## src/rtl/regdst_hazard_scoreboard_if.sv

```systemverilog
// regdst_hazard_scoreboard_if: ID-stage issue/read bundle and hazard results of the destination-register scoreboard
interface regdst_hazard_scoreboard_if;
  logic       issue_valid;
  logic       issue_regwrite;
  logic       issue_isload;
  logic [4:0] issue_write_reg;
  logic       flush;
  logic [4:0] read_rs;
  logic [4:0] read_rt;
  logic       read_rs_used;
  logic       read_rt_used;
  logic       hazard_rs;
  logic       hazard_rt;
  logic       stall;
  logic [5:0] pending_count;
  modport master (
    output issue_valid, issue_regwrite, issue_isload, issue_write_reg, flush,
           read_rs, read_rt, read_rs_used, read_rt_used,
    input  hazard_rs, hazard_rt, stall, pending_count
  );
  modport slave (
    input  issue_valid, issue_regwrite, issue_isload, issue_write_reg, flush,
           read_rs, read_rt, read_rs_used, read_rt_used,
    output hazard_rs, hazard_rt, stall, pending_count
  );
endinterface

```

## src/rtl/regdst_hazard_scoreboard.sv

```systemverilog
// regdst_hazard_scoreboard: per-register countdown of in-flight writes, flags RAW hazards on ID rs/rt and drives stall
// Ports: clk, rst_n (async active-low), sb (slave modport: issue/flush/read in, hazard_rs/hazard_rt/stall/pending_count out).
// Macro FORWARDING_EN: only a load whose result is consumed by the very next instruction is a hazard.
module regdst_hazard_scoreboard #(
  parameter int WB_LATENCY  = 3,
  parameter bit WRITE_FIRST = 1'b1
) (
  input logic                       clk,
  input logic                       rst_n,
  regdst_hazard_scoreboard_if.slave sb
);
  localparam int CW = $clog2(WB_LATENCY + 1);
  localparam logic [CW-1:0] LAT = CW'(WB_LATENCY);
  localparam logic [CW-1:0] THR = CW'(WRITE_FIRST ? 1 : 0);
  logic [CW-1:0] cnt_q [32];
  logic [CW-1:0] cnt_d [32];
  logic [31:0]   ld_q, ld_d, pend;
  logic [5:0]    pending_q, pending_d;
  logic          accept;
  always_comb begin
    for (int r = 0; r < 32; r++)
`ifdef FORWARDING_EN
      pend[r] = ld_q[r] && cnt_q[r] == LAT;
`else
      pend[r] = cnt_q[r] > THR;
`endif
  end
  assign sb.hazard_rs     = sb.read_rs_used && |sb.read_rs && pend[sb.read_rs];
  assign sb.hazard_rt     = sb.read_rt_used && |sb.read_rt && pend[sb.read_rt];
  assign sb.stall         = sb.hazard_rs || sb.hazard_rt;
  assign sb.pending_count = pending_q;
  assign accept = sb.issue_valid && sb.issue_regwrite && !sb.flush && !sb.stall && |sb.issue_write_reg;
  // A fresh issue reloads its register ahead of the decrement, so the newest writer wins.
  always_comb begin
    pending_d = '0;
    for (int r = 0; r < 32; r++) begin
      cnt_d[r] = (accept && sb.issue_write_reg == 5'(r)) ? LAT : (|cnt_q[r] ? cnt_q[r] - 1'b1 : '0);
      ld_d[r] = (accept && sb.issue_write_reg == 5'(r)) ? sb.issue_isload : (ld_q[r] && |cnt_d[r]);
      pending_d = pending_d + 6'(|cnt_d[r]);
    end
  end
  always_ff @(posedge clk or negedge rst_n) begin
    if (!rst_n) begin
      for (int r = 0; r < 32; r++) cnt_q[r] <= '0;
      ld_q <= '0;
      pending_q <= '0;
    end else begin
      for (int r = 0; r < 32; r++) cnt_q[r] <= cnt_d[r];
      ld_q <= ld_d;
      pending_q <= pending_d;
    end
  end
endmodule

```

## src/flat_wrapper.sv

```systemverilog
// flat-port wrapper written by rule: the top's interface ports become plain ports
module regdst_hazard_scoreboard_flat 
#(
  parameter int WB_LATENCY  = 3,
  parameter bit WRITE_FIRST = 1'b1
)
  (clk, rst_n, sb_issue_valid, sb_issue_regwrite, sb_issue_isload, sb_issue_write_reg, sb_flush, sb_read_rs, sb_read_rt, sb_read_rs_used, sb_read_rt_used, sb_hazard_rs, sb_hazard_rt, sb_stall, sb_pending_count);
  regdst_hazard_scoreboard_if sb_i ();
  input logic clk;
  input logic rst_n;
  input wire logic [$bits(sb_i.issue_valid)-1:0] sb_issue_valid;
  input wire logic [$bits(sb_i.issue_regwrite)-1:0] sb_issue_regwrite;
  input wire logic [$bits(sb_i.issue_isload)-1:0] sb_issue_isload;
  input wire logic [$bits(sb_i.issue_write_reg)-1:0] sb_issue_write_reg;
  input wire logic [$bits(sb_i.flush)-1:0] sb_flush;
  input wire logic [$bits(sb_i.read_rs)-1:0] sb_read_rs;
  input wire logic [$bits(sb_i.read_rt)-1:0] sb_read_rt;
  input wire logic [$bits(sb_i.read_rs_used)-1:0] sb_read_rs_used;
  input wire logic [$bits(sb_i.read_rt_used)-1:0] sb_read_rt_used;
  output wire logic [$bits(sb_i.hazard_rs)-1:0] sb_hazard_rs;
  output wire logic [$bits(sb_i.hazard_rt)-1:0] sb_hazard_rt;
  output wire logic [$bits(sb_i.stall)-1:0] sb_stall;
  output wire logic [$bits(sb_i.pending_count)-1:0] sb_pending_count;
  assign sb_i.issue_valid = sb_issue_valid;
  assign sb_i.issue_regwrite = sb_issue_regwrite;
  assign sb_i.issue_isload = sb_issue_isload;
  assign sb_i.issue_write_reg = sb_issue_write_reg;
  assign sb_i.flush = sb_flush;
  assign sb_i.read_rs = sb_read_rs;
  assign sb_i.read_rt = sb_read_rt;
  assign sb_i.read_rs_used = sb_read_rs_used;
  assign sb_i.read_rt_used = sb_read_rt_used;
  assign sb_hazard_rs = sb_i.hazard_rs;
  assign sb_hazard_rt = sb_i.hazard_rt;
  assign sb_stall = sb_i.stall;
  assign sb_pending_count = sb_i.pending_count;
  regdst_hazard_scoreboard #(.WB_LATENCY(WB_LATENCY), .WRITE_FIRST(WRITE_FIRST)) u_core (.clk(clk), .rst_n(rst_n), .sb(sb_i));
endmodule
```

## config.mk

```make
export PLATFORM = sky130hd
export DESIGN_NAME = regdst_hazard_scoreboard_flat
export DESIGN_NICKNAME = d
export VERILOG_FILES = /design/src/rtl/regdst_hazard_scoreboard_if.sv /design/src/rtl/regdst_hazard_scoreboard.sv /design/src/flat_wrapper.sv
export SDC_FILE = /design/constraint.sdc
export NUM_CORES = 1
export LEC_CHECK = 0
export ABC_AREA = 1
export CORE_MARGIN = 3
export CORE_UTILIZATION = 62
export CTS_CLUSTER_DIAMETER = 120
export DETAILED_ROUTE_END_ITERATION = 12
export PLACE_DENSITY = 0.81
export SLEW_MARGIN = 10
export SYNTH_ARGS = -nofsm -noshare
export SYNTH_HDL_FRONTEND = slang
export SYNTH_SLANG_ARGS = --single-unit
```

## constraint.sdc

```tcl
create_clock -name clk -period 9.5 [get_ports clk]
set_clock_uncertainty 0.2 [all_clocks]
set_input_delay 2.85 -clock clk [delete_from_list [all_inputs] [get_ports clk]]
set_output_delay 2.85 -clock clk [all_outputs]
set_load 0.05 [all_outputs]
```

# --- After elaboration in Yosys (flattened, before gate mapping) ---
# Index checks and enable logic that the tools add are counted.
# W data, S select, Z words.
word_totals:
  register_bits: 70
  input_bits: 23
  out_inout_bits: 9
  word_cells: 340
op_classes:
  add_sub_neg: 63
  order_cmp: 34
  n_eq_ne: 31
  mux: 68
  n_reduce_logical: 111
ops:
  columns: ["op", "n"]
  rows:
  - ["$add A6 B1 Y6", 30]
  - ["$mux W2", 64]
  - ["$reduce_or A2 Y1", 64]
  - ["$eq A5 B5 Y1 const B", 16]
  - ["$gt A2 B1 Y1 const B", 32]
  - ["$sub A2 B1 Y2 const B", 32]
  - ["$eq A5 B4 Y1 const B", 8]
  - ["$logic_and A1 B1 Y1", 40]
  - ["$eq A5 B3 Y1 const B", 4]
  - ["$reduce_or A5 Y1", 3]
  - ["$lt A5 B6 Y1 const B", 2]
  - ["$bmux W1 S5", 2]
  - ["$eq A5 B2 Y1 const B", 2]
  - ["$eq A5 B1 Y1 const B", 1]
  - ["$logic_not A5 Y1", 1]
  - ["$add A1 B1 Y2", 1]
  - ["$logic_not A1 Y1", 2]
  - ["$mux W1", 2]
  - ["$logic_or A1 B1 Y1", 1]

# --- Longest topological paths before layout ---
# Gate-level depths: netlist (run 1).
depth:
  depth_word: 42
  mapped_depth: 31
  mapped_depth_nobuf: 28

# --- Worst setup path after synthesis (run 1) ---
# Ideal clock, no wire load.
synth_timing:
  path_type: "input -> register"
  startpoint: "input sb_read_rs[0]"
  endpoint: "register u_core.pending_q[4] (netlist: u_core.sb.pending_count[4])"
  setup_time_ps: 80
  t_arrival_ps: 8705
  t_required_ps: 9220
  path_slack_ps: 515
  cell_stages: 26
  n_path_buf: 3
  path_cell_list: "buf_4 buf_4 o21ai_0 nand3_1 nand3_1 nand2_1 nand2_1 nand3_2 buf_2 nand4_1 nand2_1 ha_1 fa_1 fa_1 fa_1 fa_1 fa_1 inv_1 fa_1 inv_1 fa_1 fa_1 a21oi_1 nor2_1 nor2_1 xnor2_1"
synth_via:
  elab_chain_len: 41
  elab_cells_between_ends: 136
  classes_between: "31 x add/sub; 34 x mux; 71 x reduce/logical"
synth_rtl:
  columns: ["item", "line_no", "rtl"]
  rows:
  - ["start, declared", "flat_wrapper.sv:16", "input wire logic [$bits(sb_i.read_rs)-1:0] sb_read_rs;"]
  - ["$bmux W1 S5 / $reduce_or A5 Y1 (equally long branches)", "regdst_hazard_scoreboard.sv:28", "assign sb.hazard_rs = sb.read_rs_used && |sb.read_rs && pend[sb.read_rs];"]
  - ["$mux W1 (implied by the code) / $logic_and A1 B1 Y1 (equally long branches)", "regdst_hazard_scoreboard.sv:28", null]
  - ["$logic_and A1 B1 Y1 (*)", "regdst_hazard_scoreboard.sv:28", null]
  - ["$logic_or A1 B1 Y1 (*)", "regdst_hazard_scoreboard.sv:30", "assign sb.stall = sb.hazard_rs || sb.hazard_rt;"]
  - ["$logic_not A1 Y1 (*)", "regdst_hazard_scoreboard.sv:32", "assign accept = sb.issue_valid && sb.issue_regwrite && !sb.flush && !sb.stall && |sb.issue_write_reg;"]
  - ["$logic_and A1 B1 Y1 (*) (2 in a row)", "regdst_hazard_scoreboard.sv:32", null]
  - ["$logic_and A1 B1 Y1", "regdst_hazard_scoreboard.sv:37", "cnt_d[r] = (accept && sb.issue_write_reg == 5'(r)) ? LAT : (|cnt_q[r] ? cnt_q[r] - 1'b1 : '0);"]
  - ["$mux W2", "regdst_hazard_scoreboard.sv:37", null]
  - ["$reduce_or A2 Y1", null, null]
  - ["$add A1 B1 Y2", "regdst_hazard_scoreboard.sv:39", "pending_d = pending_d + 6'(|cnt_d[r]);"]
  - ["$add A6 B1 Y6 (29 in a row)", "regdst_hazard_scoreboard.sv:39", null]
  - ["$add A6 B1 Y6 (*)", "regdst_hazard_scoreboard.sv:39", null]
  - ["named net u_core.pending_d[4]", "regdst_hazard_scoreboard.sv:18", "logic [5:0] pending_q, pending_d;"]
  - ["end signal, assigned", "regdst_hazard_scoreboard.sv:50", "pending_q <= pending_d;"]
  - ["end, declared", "regdst_hazard_scoreboard.sv:18", null]
# The timed path passes the listed nets; every way through them passes the cells marked *. The select of a mux whose other input is x is not followed.

# --- Worst setup path in the final report (run 1) ---
layout_timing:
  startpoint: "input sb_read_rs[1]"
  endpoint: "register u_core.pending_q[4] (netlist: u_core.sb.pending_count[4])"
# The elaborated chain is that of the path after synthesis.

==> results of run 1 <==
[cells in the final DEF, fill, tap and decap left out, drive strengths merged, types with 8 or more instances in the layout]
master	count
clkdlybuf4s50	27
dfrtp	70
nor2	44
ha	8
o21ai	12
nand3	62
fa	24
clkbuf	10
or2	22
buf	38
nand4	29
nand2	202
inv	87
[flip-flops by register name (all words and copies together) (netlist names)]
register                 cells
u_core.sb.pending_count      6
u_core.cnt_q                64
[Yosys cell counts (all sizes together) (2+ instances only)]
cell	n	area [um^2]
buf	17	140
fa	24	480
nand2	202	758
nor2	44	165
nand4	29	258
clkbuf	4	15.0
a21oi	3	15.0
nor4	3	18.8
nand3	62	325
o21ai	12	60.1
dfrtp	70	1750
ha	8	100
inv	85	324
nor3	7	35.0
or2	22	138
xor2	2	17.5
[layout make-up]
cell class	count	area, um^2
Clock inverter	6	67.6
Multi-Input combinational cell	421	2400
Sequential cell	70	1750
Timing Repair Buffer	67	636
Inverter	85	324
Tap cell	96	120
Clock buffer	10	138
Fill cell	514	1590
[power by group through the flow]
stage	clock, mW	sequential (mW)	combinational [mW]
floorplan	0	0.308	0.0457
global placement	0	0.306	0.0801
detailed placement	0	0.306	0.0807
CTS	0.251	0.300	0.0813
global route	0.263	0.300	0.0904
finish	0.250	0.300	0.0832
[routing by layer]
metal | track usage, % | vias up
li1 | - | 1980
met1 | 39.8 | 1984
met2 | 48.5 | 190
met3 | 5.69 | 38
met4 | 10.1 | 0
met5 | 0 | -
[worst max-delay path: stages]
cell and delay (ns):
clkdlybuf4s50_1 0.50, buf_4 0.19, a21oi_1 0.05, o21ai_0 0.09, nand3_1 0.09, nand3_1 0.08, nand2_1 0.05, nand2_1 0.07
nand3_2 0.11, nand4_1 0.14, nand2_1 0.10, ha_1 0.33, fa_1 0.52, fa_1 0.53, fa_1 0.60, fa_1 0.47
fa_1 0.55, inv_1 0.05, fa_1 0.52, inv_1 0.06, fa_2 0.41, fa_1 0.40, a21oi_1 0.16, nor2_1 0.05
nor2_1 0.11, xnor2_1 0.14
[logic make-up (layout without fill, tap and decap cells)]
| logic type | Yosys count | count (layout) |
|---|---|---|
| AND/OR/NAND/NOR | 369 | 369 |
| buffers and inverters | 106 | 168 |
| flip-flops | 70 | 70 |
| adder cells (fa/ha/maj) | 32 | 32 |
| AO/OA/AOI/OAI | 17 | 17 |
| XOR/XNOR | 3 | 3 |
[worst paths after layout]
| kind | start | to | slack, ns | cells past startpoint |
|---|---|---|---|---|
| setup / recovery | sb_read_rs[1] | u_core.sb.pending_count[4] | 0.32 | 26 |
| hold / removal | u_core.cnt_q[62] | u_core.cnt_q[62] | 0.23 | 1 |
| setup reg to reg | u_core.cnt_q[11] | u_core.sb.pending_count[4] | 2.98 | 24 |
| hold reg to reg | u_core.cnt_q[62] | u_core.cnt_q[62] | 0.23 | 1 |
| max in group asynchronous | rst_n | u_core.cnt_q[50] | 6.03 | 2 |
| min in group asynchronous | rst_n | u_core.cnt_q[14] | 2.49 | 2 |
[per-stage QoR]
step | area [um^2] | setup TNS, ns
2_1_floorplan | 4620 | 0
3_3_place_gp | 5200 | -0.210
3_5_place_dp | 5200 | -0.440
4_1_cts | 5410 | 0
5_1_grt | 5430 | 0
6_report | 5430 | 0
==> impl_metrics.yaml, run 1 <==
die:
  die_area_mm2: 0.00853
  die_h_um: 92.4
  die_x_um: 92.4
  io_pins: 32
  row_count: 30
  core_mm2: 0.00702
  initial_utilization_pct: 65.9
synthesis:
  syn-num-nets: 652
  avgSynthCellArea_um2: 7.75
  synth-seq-area-share_pct: 37.9
  syn-instance-count: 597
  synthAdderAreaFrac_pct: 12.6
  yosys-mux-area-fraction_pct: 0
  synth_async_sr_flop_share_pct: 100
  synth_compound_area_share_pct: 1.92
  ys_ff_latch: 70
  synth_cell_types: 28
  yosys.area_share.simple_pct: 36.7
  syn_area_mm2: 0.00462
  synthFlopType: "dfrtp_1"
  synthXorXnorAreaFrac_pct: 0.568
  synth_edf_count: 0
  yosysWarningCount: 0
  synth_top_family_by_area: "simple AND/OR/NAND/NOR gates"
clocking:
  cts_buffers: 9
  root_buffer: "clkbuf_8"
  cts_setup_buffers: 0
  clockBufferDepth: 2
  cts_max_level: 3
  cts.repair.resized: 0
  cts_tree: "built"
  clk_latency_ns: 0.35
  clk_pin_slew_ns: 0.08
  cts_sinks: 70
  cts_hold_buf: 0
detailed_routing:
  route.detailed.drc: 0
  dr_wl_met2_um: 5780
  route.met3.wl_um: 842
  wl_um: 12000
  wl_per_cell_um: 15.9
  antenna_left: 0
  vias: 4192
  dr.pass1.iters: 5
  highest_layer: "met4"
  drt-met1-wl_um: 5020
  vias_per_cell: 5.55
  drtIter0Drc: 341
power:
  leakagePower_nw: 3.07
  internal_power_mw: 0.459
  vdd_drop_max_uv: 119
  p_sw_share_pct: 27.5
  p_sw_mw: 0.174
  power.clock.fraction_pct: 39.4
  comb_power_share_pct: 13.1
  powerDensity_mw_per_mm2: 117
  power_mw: 0.633
  pwr-share-seq_pct: 47.4
timing:
  slew_viol_final: 0
  rsz0062_at_grt: "no"
  fmax_mhz: 109
  relSlewSlack_pct: 42.1
  setup_viol: 0
  hold_violations: 0
  finalCritPeriodShare_pct: 96.6
  layout_setup_ws_ns: 0.320
  period_minus_slack_ns: 9.18
  worst_pin_slew_ns: 0.869
  hold_ws_ns: 0.234
worst_setup_path:
  cp_max_fo: 9
  crit_type: "input port to register"
  crit_arrival_ns: 9.25
  required_ns: 9.57
  start_kind: "input port"
  crit_path_end_kind: "register"
placement:
  dpl.cell_count: 739
  dpl.hpwl_um: 9070
  port_buffers: 30
  pre_cts_slack_ns: -0.271
  gp_congestion: 0.901
grt:
  grt_usage_pct: 29.7
  grt_antenna_before_repair: 0
  grt_max_degree: 71
  grt_pass1_wl_um: 19600
  grt-ovfl-total: 0
  grt_pass1_vias: 4107
run:
  drv_cap: 0
finish:
  layout-drive-gt1-share_pct: 14.1
  diodes: 0
  fin_nets: 709
  final_util_pct: 77.4
  finalNonFillerCells: 755
  syn_to_final_growth_pct: 17.5
status:
  status: "completed"
worst_hold_path:
  hold_path_class: "register to register"
Note: power is estimated with default switching activity, not from simulation.
==> run 2: changes to the inputs <==
--- a/config.mk
+++ b/config.mk
@@ -6,11 +6,10 @@
 export NUM_CORES = 1
 export LEC_CHECK = 0
 export ABC_AREA = 1
-export CORE_MARGIN = 3
-export CORE_UTILIZATION = 62
+export CORE_UTILIZATION = 60
 export CTS_CLUSTER_DIAMETER = 120
 export DETAILED_ROUTE_END_ITERATION = 12
-export PLACE_DENSITY = 0.81
+export PLACE_DENSITY = 0.79
 export SLEW_MARGIN = 10
 export SYNTH_ARGS = -nofsm -noshare
 export SYNTH_HDL_FRONTEND = slang
==> constraint.sdc (replaced) <==
create_clock -name clk -period 9.2 [get_ports clk]
set_clock_uncertainty 0.2 [all_clocks]
set_input_delay 2.76 -clock clk [delete_from_list [all_inputs] [get_ports clk]]
set_output_delay 2.76 -clock clk [all_outputs]
set_load 0.05 [all_outputs]
==> run 2 against run 1 <==
Against the previous run: worst hold slack lost 0.0058 ns; critical path depth shrank 1; global-route usage grew 1.7 points; die area shrank 5.5%; largest power group unchanged.
==> impl_metrics.yaml, run 2 (synthesized netlist as in run 1, its figures left out) <==
power:
  leakagePower_nw: 3.09
  p_sw_share_pct: 26.0
  pwr-share-seq_pct: 45.8
  powerDensity_mw_per_mm2: 123
  p_sw_mw: 0.176
  comb_power_share_pct: 13.0
  internal_power_mw: 0.502
  vdd_drop_max_uv: 161
  power.clock.fraction_pct: 41.3
worst_setup_path:
  start_kind: "input port"
  critical_path.slowest_cell: "fa_1"
  crit_type: "input port to register"
  r2r_slack_ns: 2.74
  cp_max_fo: 9
  max_stage_delay_ns: 0.59
  r2r-start: "u_core.cnt_q[17]"
  crit_path_end_kind: "register"
  worst_r2r_endpoint: "u_core.sb.pending_count[4]"
  rr_worst_depth: 24
  crit_family: "adder cells"
  crit_top_cell: "fa_1"
  cp_num_buf_inv: 4
  crit_arrival_ns: 9.02
  required_ns: 9.28
finish:
  layout_commonest_cell: "nand2_1"
  final_util_pct: 74.7
  final_area_mm2: 0.00550
  fill_cells: 541
  layout-drive-gt1-share_pct: 15.3
  fin_nets: 716
  diodes: 0
  final_cell_mix: "nand2_1 (202), inv_1 (79), dfrtp_1 (70), nand3_1 (59), nor2_1 (44)"
  syn_to_final_growth_pct: 19.0
  multiInputGateArea_mm2: 0.00241
  regArea_mm2: 0.00175
  largest_reg_flops: 64
  top_register: "u_core.cnt_q"
timing:
  slew_viol_final: 0
  hold_ws_ns: 0.228
  finalSetupTns_ns: 0
  worst_pin_slew_ns: 0.867
  fmax_mhz: 112
  hold_violations: 0
  relSlewSlack_pct: 42.2
  layout_setup_ws_ns: 0.260
  setup_viol: 0
  period_minus_slack_ns: 8.94
  rsz0062_at_grt: "no"
  finalCritPeriodShare_pct: 97.2
placement:
  port_buffers: 30
  gp_congestion: 0.906
  pre_cts_slack_ns: -0.472
  dpl.hpwl_um: 8930
  placed_cell_area_mm2: 0.00524
detailed_routing:
  drtIter0Drc: 273
  antenna_left: 0
  vias: 4111
  route.detailed.drc: 0
  vias_per_cell: 5.37
  wl_um: 11700
  wl_per_cell_um: 15.3
  dr.pass1.iters: 5
worst_hold_path:
  hold_path_class: "register to register"
  holdCritStartpoint: "u_core.cnt_q[62]"
  hold-path-endpoint: "u_core.cnt_q[62]"
  holdPathStages: 1
grt:
  grt_pass1_vias: 4057
  grt_antenna_before_repair: 0
  grt_usage_pct: 31.4
  grt-ovfl-total: 0
  grt_pass1_wl_um: 19600
  grt_max_degree: 71
die:
  die_area_mm2: 0.00806
  initial_utilization_pct: 62.8
  die_x_um: 89.8
  die_h_um: 89.8
  io_pins: 32
  core_mm2: 0.00737
  row_count: 31
clocking:
  clk_pin_slew_ns: 0.08
  clockBufferDepth: 2
  cts_hold_buf: 0
  cts_tree: "built"
  cts_buffers: 9
  cts_sinks: 70
  root_buffer: "clkbuf_8"
  clk_latency_ns: 0.35
  cts_max_level: 3
run:
  drv_cap: 0
status:
  status: "completed"
run 2: cell count changes in the layout (fill, tap and decap cells not counted), moves of 2 or more:
cell and change:
buf_4 +7, buf_12 -2, dlygate4sd2_1 +2, inv_6 -2
run 2: metrics by stage:
step,instances,power (mW)
4_1_cts,765,0.678
6_report,765,0.678
5_1_grt,765,0.698
3_5_place_dp,749,0.402
2_1_floorplan,597,0.366
3_3_place_gp,749,0.401
run 2: final cells by class:
| cell class | count | share of cell area, % |
|---|---|---|
| Clock inverter | 5 | 1.50 |
| Clock buffer | 11 | 2.57 |
| Sequential cell | 70 | 31.8 |
| Inverter | 85 | 5.89 |
| Timing Repair Buffer | 74 | 12.2 |
| Multi-Input combinational cell | 421 | 43.8 |
| Tap cell | 99 | 2.25 |
run 2: layer usage:
| metal | track usage, % | wire length, um | vias up |
|---|---|---|---|
| met5 | 0 | 0 | - |
| met4 | 11.5 | 332 | 0 |
| met3 | 6.01 | 658 | 24 |
| met1 | 41.7 | 5040 | 1954 |
| li1 | - | - | 1989 |
| met2 | 51.3 | 5650 | 144 |
run 2: worst max path at each step:
stage / from / endpoint / slack, ns / cells after the start
6_report: sb_read_rt[1] / u_core.sb.pending_count[4] / 0.26 / 25
3_5_place_dp: sb_read_rt[0] / u_core.sb.pending_count[4] / -0.47 / 26
3_3_place_gp: sb_read_rt[0] / u_core.sb.pending_count[4] / -0.42 / 26
4_1_cts: sb_read_rs[1] / u_core.sb.pending_count[4] / 0.02 / 25
2_1_floorplan: sb_read_rs[0] / u_core.sb.pending_count[4] / 0.31 / 26
5_1_grt: sb_read_rt[1] / u_core.sb.pending_count[4] / 0.04 / 27
run 2: timing repair:
action / 4_1_cts / 5_1_grt
setup buffers: 0 / 0
endpoints found under the setup margin: 2 / 4
pin swaps: 0 / 3
gates resized for setup: 2 / 12
run 2: power by group through the flow:
stage | Sequential, mW | Clock [mW] | Combinational (mW)
finish | 0.310 | 0.280 | 0.0880
CTS | 0.310 | 0.283 | 0.0858
global placement | 0.316 | 0 | 0.0847
floorplan | 0.319 | 0 | 0.0472
detailed placement | 0.316 | 0 | 0.0856
global route | 0.310 | 0.292 | 0.0954
==> run 3: changes to the inputs <==
--- a/config.mk
+++ b/config.mk
@@ -6,11 +6,13 @@
 export NUM_CORES = 1
 export LEC_CHECK = 0
 export ABC_AREA = 1
-export CORE_UTILIZATION = 60
+export CORE_UTILIZATION = 62
+export CTS_BUF_LIST = sky130_fd_sc_hd__clkbuf_4 sky130_fd_sc_hd__clkbuf_8
 export CTS_CLUSTER_DIAMETER = 120
 export DETAILED_ROUTE_END_ITERATION = 12
-export PLACE_DENSITY = 0.79
+export PLACE_DENSITY = 0.81
 export SLEW_MARGIN = 10
 export SYNTH_ARGS = -nofsm -noshare
 export SYNTH_HDL_FRONTEND = slang
 export SYNTH_SLANG_ARGS = --single-unit
+export TNS_END_PERCENT = 100
==> run 3 against run 2 <==
Against the previous run: design area is 1.1% higher; maximum frequency shrank 0.63%; sequential cell count unchanged; largest cell class unchanged.
==> impl_metrics.yaml, run 3 (synthesized netlist as in run 1, its figures left out) <==
die:
  io_pins: 32
  die_x_um: 88.4
  core_mm2: 0.00721
  row_count: 31
  initial_utilization_pct: 64.1
  die_h_um: 88.4
  die_area_mm2: 0.00781
worst_hold_path:
  holdCritStartpoint: "u_core.cnt_q[62]"
  hold_path_class: "register to register"
placement:
  dpl.hpwl_um: 9370
  placed_cell_area_mm2: 0.00523
  gp_congestion: 0.912
  port_buffers: 30
timing:
  fmax_mhz: 111
  relSlewSlack_pct: 42.3
  period_minus_slack_ns: 9.00
  finalCritPeriodShare_pct: 97.8
  hold_violations: 0
  setup_viol: 0
  hold_ws_ns: 0.259
  slew_viol_final: 0
  worst_pin_slew_ns: 0.865
clocking:
  cts_hold_buf: 0
  clockBufferDepth: 2
  cts_sinks: 70
  cts_buffers: 9
  cts_tree: "built"
  root_buffer: "clkbuf_8"
  cts_max_level: 3
  clk_pin_slew_ns: 0.08
  clk_latency_ns: 0.35
finish:
  layout_commonest_cell: "nand2_1"
  final_cell_mix: "nand2_1 (201), inv_1 (81), dfrtp_1 (70), nand3_1 (59), buf_4 (46)"
  top_register: "u_core.cnt_q"
  diodes: 0
  final_area_mm2: 0.00556
  largest_reg_flops: 64
  fin_nets: 722
  syn_to_final_growth_pct: 20.3
  fill_cells: 518
  layout-drive-gt1-share_pct: 16.2
detailed_routing:
  vias_per_cell: 5.62
  wl_per_cell_um: 16.2
  vias: 4330
  wl_um: 12500
  drtIter0Drc: 310
  antenna_left: 0
  route.detailed.drc: 0
  dr.pass1.iters: 6
grt:
  grt_pass1_wl_um: 19200
  grt-ovfl-total: 0
  grt_antenna_before_repair: 0
  grt_usage_pct: 34.0
  grt_pass1_vias: 4027
  grt_max_degree: 71
worst_setup_path:
  r2r-start: "u_core.cnt_q[43]"
  start_kind: "input port"
  cp_num_buf_inv: 8
  crit_path_end_kind: "register"
  crit_family: "adder cells"
  max_stage_delay_ns: 0.57
  crit_arrival_ns: 9.08
  cp_max_fo: 16
  crit_top_cell: "fa_1"
  crit_type: "input port to register"
  required_ns: 9.28
  critical_path.slowest_cell: "fa_1"
  cp-startpoint: "sb_read_rs[0]"
power:
  vdd_drop_max_uv: 78.9
  leakagePower_nw: 3.12
  powerDensity_mw_per_mm2: 124
run:
  drv_cap: 0
status:
  status: "completed"
-- run 3: final timing paths --
kind                       depth (start not counted)                         end  slack [ns]
max                                               29  u_core.sb.pending_count[4]        0.20
min reg2reg                                        1            u_core.cnt_q[62]        0.26
min                                                1            u_core.cnt_q[62]        0.26
max reg2reg                                       26  u_core.sb.pending_count[4]        2.84
min in group asynchronous                          2            u_core.cnt_q[10]        2.38
max in group asynchronous                          2             u_core.cnt_q[3]        5.82
-- run 3: what timing repair did --
action	4_1_cts	5_1_grt
resized for setup	2	16
setup endpoints to repair	1	4
pin swaps	1	8
buffers inserted	1	3
-- run 3: final cells by class --
| cell class | instances | area (um^2) | area share (%) |
|---|---|---|---|
| clock buffer | 10 | 138 | 2.47 |
| timing repair buffer | 80 | 703 | 12.6 |
| inverter | 85 | 332 | 5.96 |
| sequential | 70 | 1750 | 31.5 |
| multi-input combinational | 421 | 2420 | 43.5 |
| tap | 99 | 124 | 2.23 |
| clock inverter | 6 | 93.8 | 1.69 |
-- run 3: per-stage QoR --
stage                     instances  setup WS (ns)  total power, mW  TNS (ns)  utilization, %
after floorplan                 597          0.305            0.366         0               -
after global placement          751         -0.343            0.399    -0.908            72.5
after global routing            771       -0.00113            0.709  -0.00113            77.1
final                           771          0.204            0.688         0            77.1
after CTS                       768         0.0222            0.683         0            75.9
after detailed placement        751         -0.452            0.400     -1.19            72.5
-- run 3: layer usage --
metal,vias up,track usage (%),wire (um)
met2,174,56.2,6280
li1,1999,-,-
met4,0,12.9,359
met5,-,0,0
met1,2114,43.9,5020
met3,43,7.56,855
-- run 3: report_power, final --
part           leakage [nW]  internal, mW  switching (mW)
registers             0.977         0.309        0.000996
clock network         0.113         0.162           0.125
logic                  2.03        0.0342          0.0568
